[src/rtl/axi_stream_output_if.sv]
// AXI4-Stream bundle used on the NPU result drain path.
// The master drives payload and valid; the slave returns ready.
interface axi_stream_output_if #(
  parameter int DATA_WIDTH = 8,
  parameter int USER_WIDTH = 33
);
  logic [DATA_WIDTH-1:0]   tdata;
  logic [DATA_WIDTH/8-1:0] tstrb;
  logic                    tvalid;
  logic                    tready;
  logic                    tlast;
  logic [USER_WIDTH-1:0]   tuser;

  modport master (
    output tdata, tstrb, tvalid, tlast, tuser,
    input  tready
  );

  modport slave (
    input  tdata, tstrb, tvalid, tlast, tuser,
    output tready
  );
endinterface

[src/rtl/axi_stream_output.sv]
// Drains row*col words from an SRAM bank onto an AXI4-Stream master.
// Sync-SRAM reads feed a 2-entry skid FIFO so tready stalls never drop data.
module axi_stream_output #(
  parameter int ADDR_WIDTH         = 13,
  parameter int DATA_WIDTH         = 8,
  parameter int NUM_CHANNELS_WIDTH = $clog2(64+1)
) (
  input  logic                          m_axis_aclk,
  input  logic                          m_axis_areset,
  input  logic                          start,
  input  logic [2:0]                    src_sel,
  input  logic [ADDR_WIDTH-1:0]         out_row,
  input  logic [ADDR_WIDTH-1:0]         out_col,
  input  logic [NUM_CHANNELS_WIDTH-1:0] num_channels,
  output logic                          read_enable,
  output logic [2:0]                    read_sram_sel,
  output logic [ADDR_WIDTH-1:0]         read_address,
  input  logic [DATA_WIDTH-1:0]         read_data,
  axi_stream_output_if.master           m_axis,
  output logic                          busy,
  output logic                          done,
  output logic                          cfg_err
);
  localparam int CW = ADDR_WIDTH + 1;
  localparam int PW = 2 * ADDR_WIDTH;
  localparam int UW = 2 * ADDR_WIDTH + NUM_CHANNELS_WIDTH;

  typedef enum logic [1:0] {IDLE, RUN, DONE} state_t;

  state_t                state;
  logic [CW-1:0]         total;
  logic [CW-1:0]         rd_cnt;
  logic [CW-1:0]         beat_cnt;
  logic [UW-1:0]         user_q;
  logic [DATA_WIDTH-1:0] fifo [2];
  logic [1:0]            fifo_cnt;
  logic                  wr_ptr;
  logic                  rd_ptr;
  logic                  inflight;
  logic [PW-1:0]         product;
  logic                  len_ok;
  logic                  pop;
  logic                  push;
  logic [2:0]            occ;

  assign product = PW'(out_row) * PW'(out_col);
  assign len_ok  = (product != '0) &&
                   (product <= (PW'(1) << ADDR_WIDTH));

  assign pop  = m_axis.tvalid && m_axis.tready;
  assign push = inflight;

  // Occupancy the FIFO will have once the outstanding read lands.
  assign occ = 3'(fifo_cnt) + 3'(inflight) - 3'(pop);

  assign read_enable  = (state == RUN) && (rd_cnt < total) &&
                        (occ < 3'd2);
  assign read_address = rd_cnt[ADDR_WIDTH-1:0];

  assign m_axis.tvalid = (fifo_cnt != 2'd0);
  assign m_axis.tdata  = fifo[rd_ptr];
  assign m_axis.tlast  = m_axis.tvalid &&
                         (beat_cnt == total - CW'(1));
  assign m_axis.tuser  = user_q;
  assign m_axis.tstrb  = {(DATA_WIDTH/8){m_axis.tvalid}};

  assign busy = (state == RUN);
  assign done = (state == DONE);

  always_ff @(posedge m_axis_aclk or posedge m_axis_areset) begin
    if (m_axis_areset) begin
      state         <= IDLE;
      total         <= '0;
      rd_cnt        <= '0;
      beat_cnt      <= '0;
      user_q        <= '0;
      fifo[0]       <= '0;
      fifo[1]       <= '0;
      fifo_cnt      <= 2'd0;
      wr_ptr        <= 1'b0;
      rd_ptr        <= 1'b0;
      inflight      <= 1'b0;
      read_sram_sel <= 3'd0;
      cfg_err       <= 1'b0;
    end else begin
      cfg_err  <= 1'b0;
      inflight <= read_enable;
      if (read_enable) rd_cnt <= rd_cnt + CW'(1);
      if (push) begin
        fifo[wr_ptr] <= read_data;
        wr_ptr       <= ~wr_ptr;
      end
      if (pop) begin
        rd_ptr   <= ~rd_ptr;
        beat_cnt <= beat_cnt + CW'(1);
      end
      fifo_cnt <= fifo_cnt + {1'b0, push} - {1'b0, pop};
      unique case (state)
        IDLE: begin
          if (start && len_ok) begin
            state         <= RUN;
            total         <= product[CW-1:0];
            rd_cnt        <= '0;
            beat_cnt      <= '0;
            read_sram_sel <= src_sel;
            user_q        <= {out_row, out_col, num_channels};
          end else if (start) begin
            cfg_err <= 1'b1;
          end
        end
        RUN:     if (pop && m_axis.tlast) state <= DONE;
        DONE:    state <= IDLE;
        default: state <= IDLE;
      endcase
    end
  end
endmodule

[src/flat_wrapper.sv]
// flat-port wrapper written by rule: the top's interface ports become plain ports
module axi_stream_output_flat 
#(
  parameter int ADDR_WIDTH         = 13,
  parameter int DATA_WIDTH         = 8,
  parameter int NUM_CHANNELS_WIDTH = $clog2(64+1)
)
  (m_axis_aclk, m_axis_areset, start, src_sel, out_row, out_col, num_channels, read_enable, read_sram_sel, read_address, read_data, busy, done, cfg_err, m_axis_tdata, m_axis_tstrb, m_axis_tvalid, m_axis_tlast, m_axis_tuser, m_axis_tready);
  axi_stream_output_if #(.DATA_WIDTH(DATA_WIDTH), .USER_WIDTH((2 * (13) + (7)))) m_axis_i ();
  input  logic m_axis_aclk;
  input  logic m_axis_areset;
  input  logic start;
  input  logic [2:0] src_sel;
  input  logic [ADDR_WIDTH-1:0] out_row;
  input  logic [ADDR_WIDTH-1:0] out_col;
  input  logic [NUM_CHANNELS_WIDTH-1:0] num_channels;
  output logic read_enable;
  output logic [2:0] read_sram_sel;
  output logic [ADDR_WIDTH-1:0] read_address;
  input  logic [DATA_WIDTH-1:0] read_data;
  output logic busy;
  output logic done;
  output logic cfg_err;
  output wire logic [$bits(m_axis_i.tdata)-1:0] m_axis_tdata;
  output wire logic [$bits(m_axis_i.tstrb)-1:0] m_axis_tstrb;
  output wire logic [$bits(m_axis_i.tvalid)-1:0] m_axis_tvalid;
  output wire logic [$bits(m_axis_i.tlast)-1:0] m_axis_tlast;
  output wire logic [$bits(m_axis_i.tuser)-1:0] m_axis_tuser;
  input wire logic [$bits(m_axis_i.tready)-1:0] m_axis_tready;
  assign m_axis_tdata = m_axis_i.tdata;
  assign m_axis_tstrb = m_axis_i.tstrb;
  assign m_axis_tvalid = m_axis_i.tvalid;
  assign m_axis_tlast = m_axis_i.tlast;
  assign m_axis_tuser = m_axis_i.tuser;
  assign m_axis_i.tready = m_axis_tready;
  axi_stream_output #(.ADDR_WIDTH(ADDR_WIDTH), .DATA_WIDTH(DATA_WIDTH), .NUM_CHANNELS_WIDTH(NUM_CHANNELS_WIDTH)) u_core (.m_axis_aclk(m_axis_aclk), .m_axis_areset(m_axis_areset), .start(start), .src_sel(src_sel), .out_row(out_row), .out_col(out_col), .num_channels(num_channels), .read_enable(read_enable), .read_sram_sel(read_sram_sel), .read_address(read_address), .read_data(read_data), .m_axis(m_axis_i), .busy(busy), .done(done), .cfg_err(cfg_err));
endmodule
[config.mk]
export PLATFORM = sky130hd
export DESIGN_NAME = axi_stream_output_flat
export DESIGN_NICKNAME = d
export VERILOG_FILES = /design/src/rtl/axi_stream_output_if.sv /design/src/rtl/axi_stream_output.sv /design/src/flat_wrapper.sv
export SDC_FILE = /design/constraint.sdc
export NUM_CORES = 1
export LEC_CHECK = 0
export CORE_MARGIN = 1.5
export CORE_UTILIZATION = 64
export DETAILED_ROUTE_END_ITERATION = 6
export PLACE_DENSITY = 0.95
export SYNTH_ARGS = -nofsm -noshare
export SYNTH_HDL_FRONTEND = slang
export SYNTH_SLANG_ARGS = --single-unit
export TNS_END_PERCENT = 20
[constraint.sdc]
create_clock -name m_axis_aclk -period 8.4 [get_ports m_axis_aclk]
set_input_delay 1.26 -clock m_axis_aclk [delete_from_list [all_inputs] [get_ports m_axis_aclk]]
set_output_delay 1.26 -clock m_axis_aclk [all_outputs]
set_load 0.05 [all_outputs]
==> impl_metrics.csv <==
group,metric,value,unit
outcome,status,"completed",
synth,synth_ff_type,"dfrtp_1",
clock_network,cts_root_buf,"clkbuf_16",
sta,fmaxAchievable,0.126,GHz
grt,overflow,0,
sta,finalHoldViolations,0,
place,hpwl,22.5,mm
sta,slew_violations,0,
worst_setup_path,path_depth,21,
clock_network,cts-buffers-inserted,9,
power,power_density,326,mW/mm^2
drt,dr_wl_met3,2.23,mm
min_path,min-delay-path-class,"reg -> reg",
drt,vias,9013,
synth,syn_nets,1406,
floorplan,initial_core_util,65.2,%
sta,whs,0.511,ns
worst_setup_path,start_kind,"input port",
drt,top_layer,"met4",
worst_setup_path,worstPathCellList,"clkdlybuf4s50_1 -> nand2_1 -> fa_1 -> inv_1 -> fa_1 -> inv_1 -> fa_1 -> fa_1 -> fa_1 -> inv_1 -> ha_1 -> and2_4 -> a221o_1 -> or3_1 -> a2111oi_0 -> o2111ai_1 -> xor2_1 -> and4bb_4 -> buf_12 -> buf_4 -> nor2_1",
grt,grt_pass1_vias,9866,
power,vdd_drop_max,250,uV
floorplan,rows,48,
clock_network,cts.clk_slew.worst_paths,0.07,ns
clock_network,holdBufCountCts,0,
synth,yosysUniqueCellTypes,61,
power,leakagePower,6.11,nW
synth,syn_inst,1147,
worst_setup_path,required,8.64,ns
grt,grt_max_degree,68,
layout,drive_above_1_share,9.89,%
sta,skew,0.0134,ns
floorplan,die_h,135,um
synth,synth_edf_count,0,
worst_setup_path,crit_type,"in -> reg",
clock_network,cts_tree,"yes",
worst_setup_path,reg2reg_depth,14,
sta,period_share,94.7,%
layout,layout_commonest_cell,"inv_1",
clock_network,ctsLongestPathBuffers,2,
clock_network,post_cts_buffers,0,
layout,antenna_cells,0,
layout,fillers,1087,
worst_setup_path,cp.buffers_inverters,6,
worst_setup_path,slowest_stage,"clkdlybuf4s50_1",
sta,post-route-min-period,7.95,ns
place,portBuffers,111,
synth,ys_ff_latch,102,
worst_setup_path,r2r_end,"u_core.rd_cnt[13]",
drt,ant_nets,0,
worst_setup_path,cp.arrival,8.19,ns
layout,fin_nets,1488,
drt,drt_iter0_markers,728,
synth,async_flop_share,100,%
floorplan,die_area,0.0183,sq mm
sta,rsz0062_at_grt,"false",
job,max_cap_viol_count,0,
synth,synth.top_cell.area_share,22.8,%
worst_setup_path,crit_path_end_kind,"flip-flop",
worst_setup_path,cp_max_fo,43,
floorplan,ios,112,
worst_setup_path,max_stage_delay,0.82,ns
synth,synth_top_area_cell,"dfrtp_1",
sta,worst_pin_slew,1.17,ns
clock_network,post_cts_resized,0,
worst_setup_path,r2r-start,"u_core.fifo_cnt[1]",
drt,finalWirelength,29.5,mm
sta,timing.final.ws_setup,0.448,ns
grt,antenna_found_initial,0,
drt,dr.pass1.iters,6,
floorplan,die_x,135,um
drt,drc,0,
sta,finalSetupTns,0,ns
clock_network,clkLatencyLatePin,0.36,ns
place,pre_cts_ws,0.125,ns
sta,relSlewSlack,21.5,%
clock_network,htree_levels,3,
drt,wl_met1,10.4,mm
min_path,hp-start,"u_core.fifo[3]",
synth,yosysSeqAreaShare,22.8,%
drt,wl_met2,15.4,mm
clock_network,clock_sinks,102,
layout,areaGrowthSynthToFinish,13.7,%
worst_setup_path,cpMostUsedCell,"fa_1",
worst_setup_path,cp_top_family,"adder cells",
sta,setup_viol_count_final,0,
drt,wl_per_cell,20.2,um
grt,grt_util_all_layers,33.9,%
synth,syn_area,0.0112,sq mm
synth,synth_warnings,0,
drt,vias_per_cell,6.18,
min_path,min_to,"u_core.fifo[3]",
worst_setup_path,ff2ff_setup_slack,3.11,ns
layout,final_cell_mix,"inv_1 (158), nand2_1 (124), fa_1 (122), clkdlybuf4s50_1 (111), dfrtp_1 (102)",
grt,grt_pass1_wl,48.2,mm
floorplan,coreArea,0.0172,sq mm
layout,fin_util,74.1,%
min_path,holdPathStages,1,
synth,synthTopCellsByArea,"dfrtp_1 (23%), fa_1 (22%), ha_1 (9.9%), mux2_4 (5.9%), inv_1 (5.3%)",
synth,avgSynthCellArea,9.76,sq um
place,gp_congestion,0.911,
## cells in the mapped netlist (all sizes together), types with 22 or more instances
cell,instances
xnor2,28
nor2,50
dfrtp,102
and2,83
xor2,27
mux2,70
fa,122
ha,89
buf,23
o21ai,22
clkbuf,41
inv,159
a21oi,29
nand2,124
## final cells by class
class,instances,area [sq um],share of cell area (%)
Sequential cell,102,2550,20.1
Tap cell,225,282,2.21
Timing Repair Buffer,135,1300,10.2
Inverter,159,599,4.71
Clock buffer,9,225,1.77
Multi-Input combinational cell,822,7710,60.6
Clock inverter,7,55.1,0.433
## through the flow
step,std cells,instance area [sq um],power (mW)
2_1_floorplan,1147,11200,2.90
3_3_place_gp,1443,12400,3.53
3_5_place_dp,1443,12400,3.66
4_1_cts,1459,12700,4.10
5_1_grt,1459,12700,4.49
6_report,1459,12700,4.15
## power breakdown
part	leakage, nW	internal (mW)	total (mW)	switching, mW
sequential	1.35	0.560	0.646	0.0858
combinational	4.61	1.23	3.09	1.85
clock	0.138	0.205	0.421	0.215
total	6.11	2.00	4.15	2.15
## flip-flops by register name (all words and copies together), names as in the netlist
| name | count |
|---|---|
| u_core.wr_ptr | 1 |
| u_core.state | 2 |
| u_core.rd_ptr | 1 |
| u_core.beat_cnt | 14 |
| u_core.rd_cnt | 14 |
| u_core.total | 14 |
| u_core.read_sram_sel | 3 |
| u_core.inflight | 1 |
| u_core.fifo_cnt | 2 |
| u_core.m_axis.tuser | 33 |
| u_core.cfg_err | 1 |
| u_core.fifo | 16 |
## worst max-delay path by stage
| stage | startpoint | to | slack, ns |
|---|---|---|---|
| 6_report | out_col[3] | u_core.rd_cnt[3] | 0.45 |
| 3_5_place_dp | out_col[3] | u_core.beat_cnt[8] | 0.13 |
| 3_3_place_gp | out_col[3] | u_core.rd_cnt[1] | 0.37 |
| 2_1_floorplan | out_row[5] | u_core.m_axis.tuser[0] | 1.29 |
| 4_1_cts | out_col[3] | u_core.rd_cnt[3] | 0.47 |
| 5_1_grt | out_col[3] | u_core.rd_cnt[8] | 0.12 |
## layer usage
metal | vias to the layer above | GRT usage, %
li1 | 3898 | -
met4 | 0 | 19.2
met5 | - | 0
met2 | 526 | 59.9
met1 | 4441 | 38.9
met3 | 148 | 5.72
## cell families (layout without fill, tap and decap cells)
| kind of cell | after synthesis | in the layout | synth area share [%] |
|---|---|---|---|
| buf+inv | 223 | 310 | 8.38 |
| flops | 102 | 102 | 22.8 |
| compound gates | 126 | 126 | 7.70 |
| xor+xnor | 55 | 55 | 4.30 |
| mux | 80 | 80 | 9.41 |
| simple gates | 350 | 350 | 15.6 |
| fa+ha+maj | 211 | 211 | 31.8 |
No activity file was read; power rests on OpenSTA's default activity.
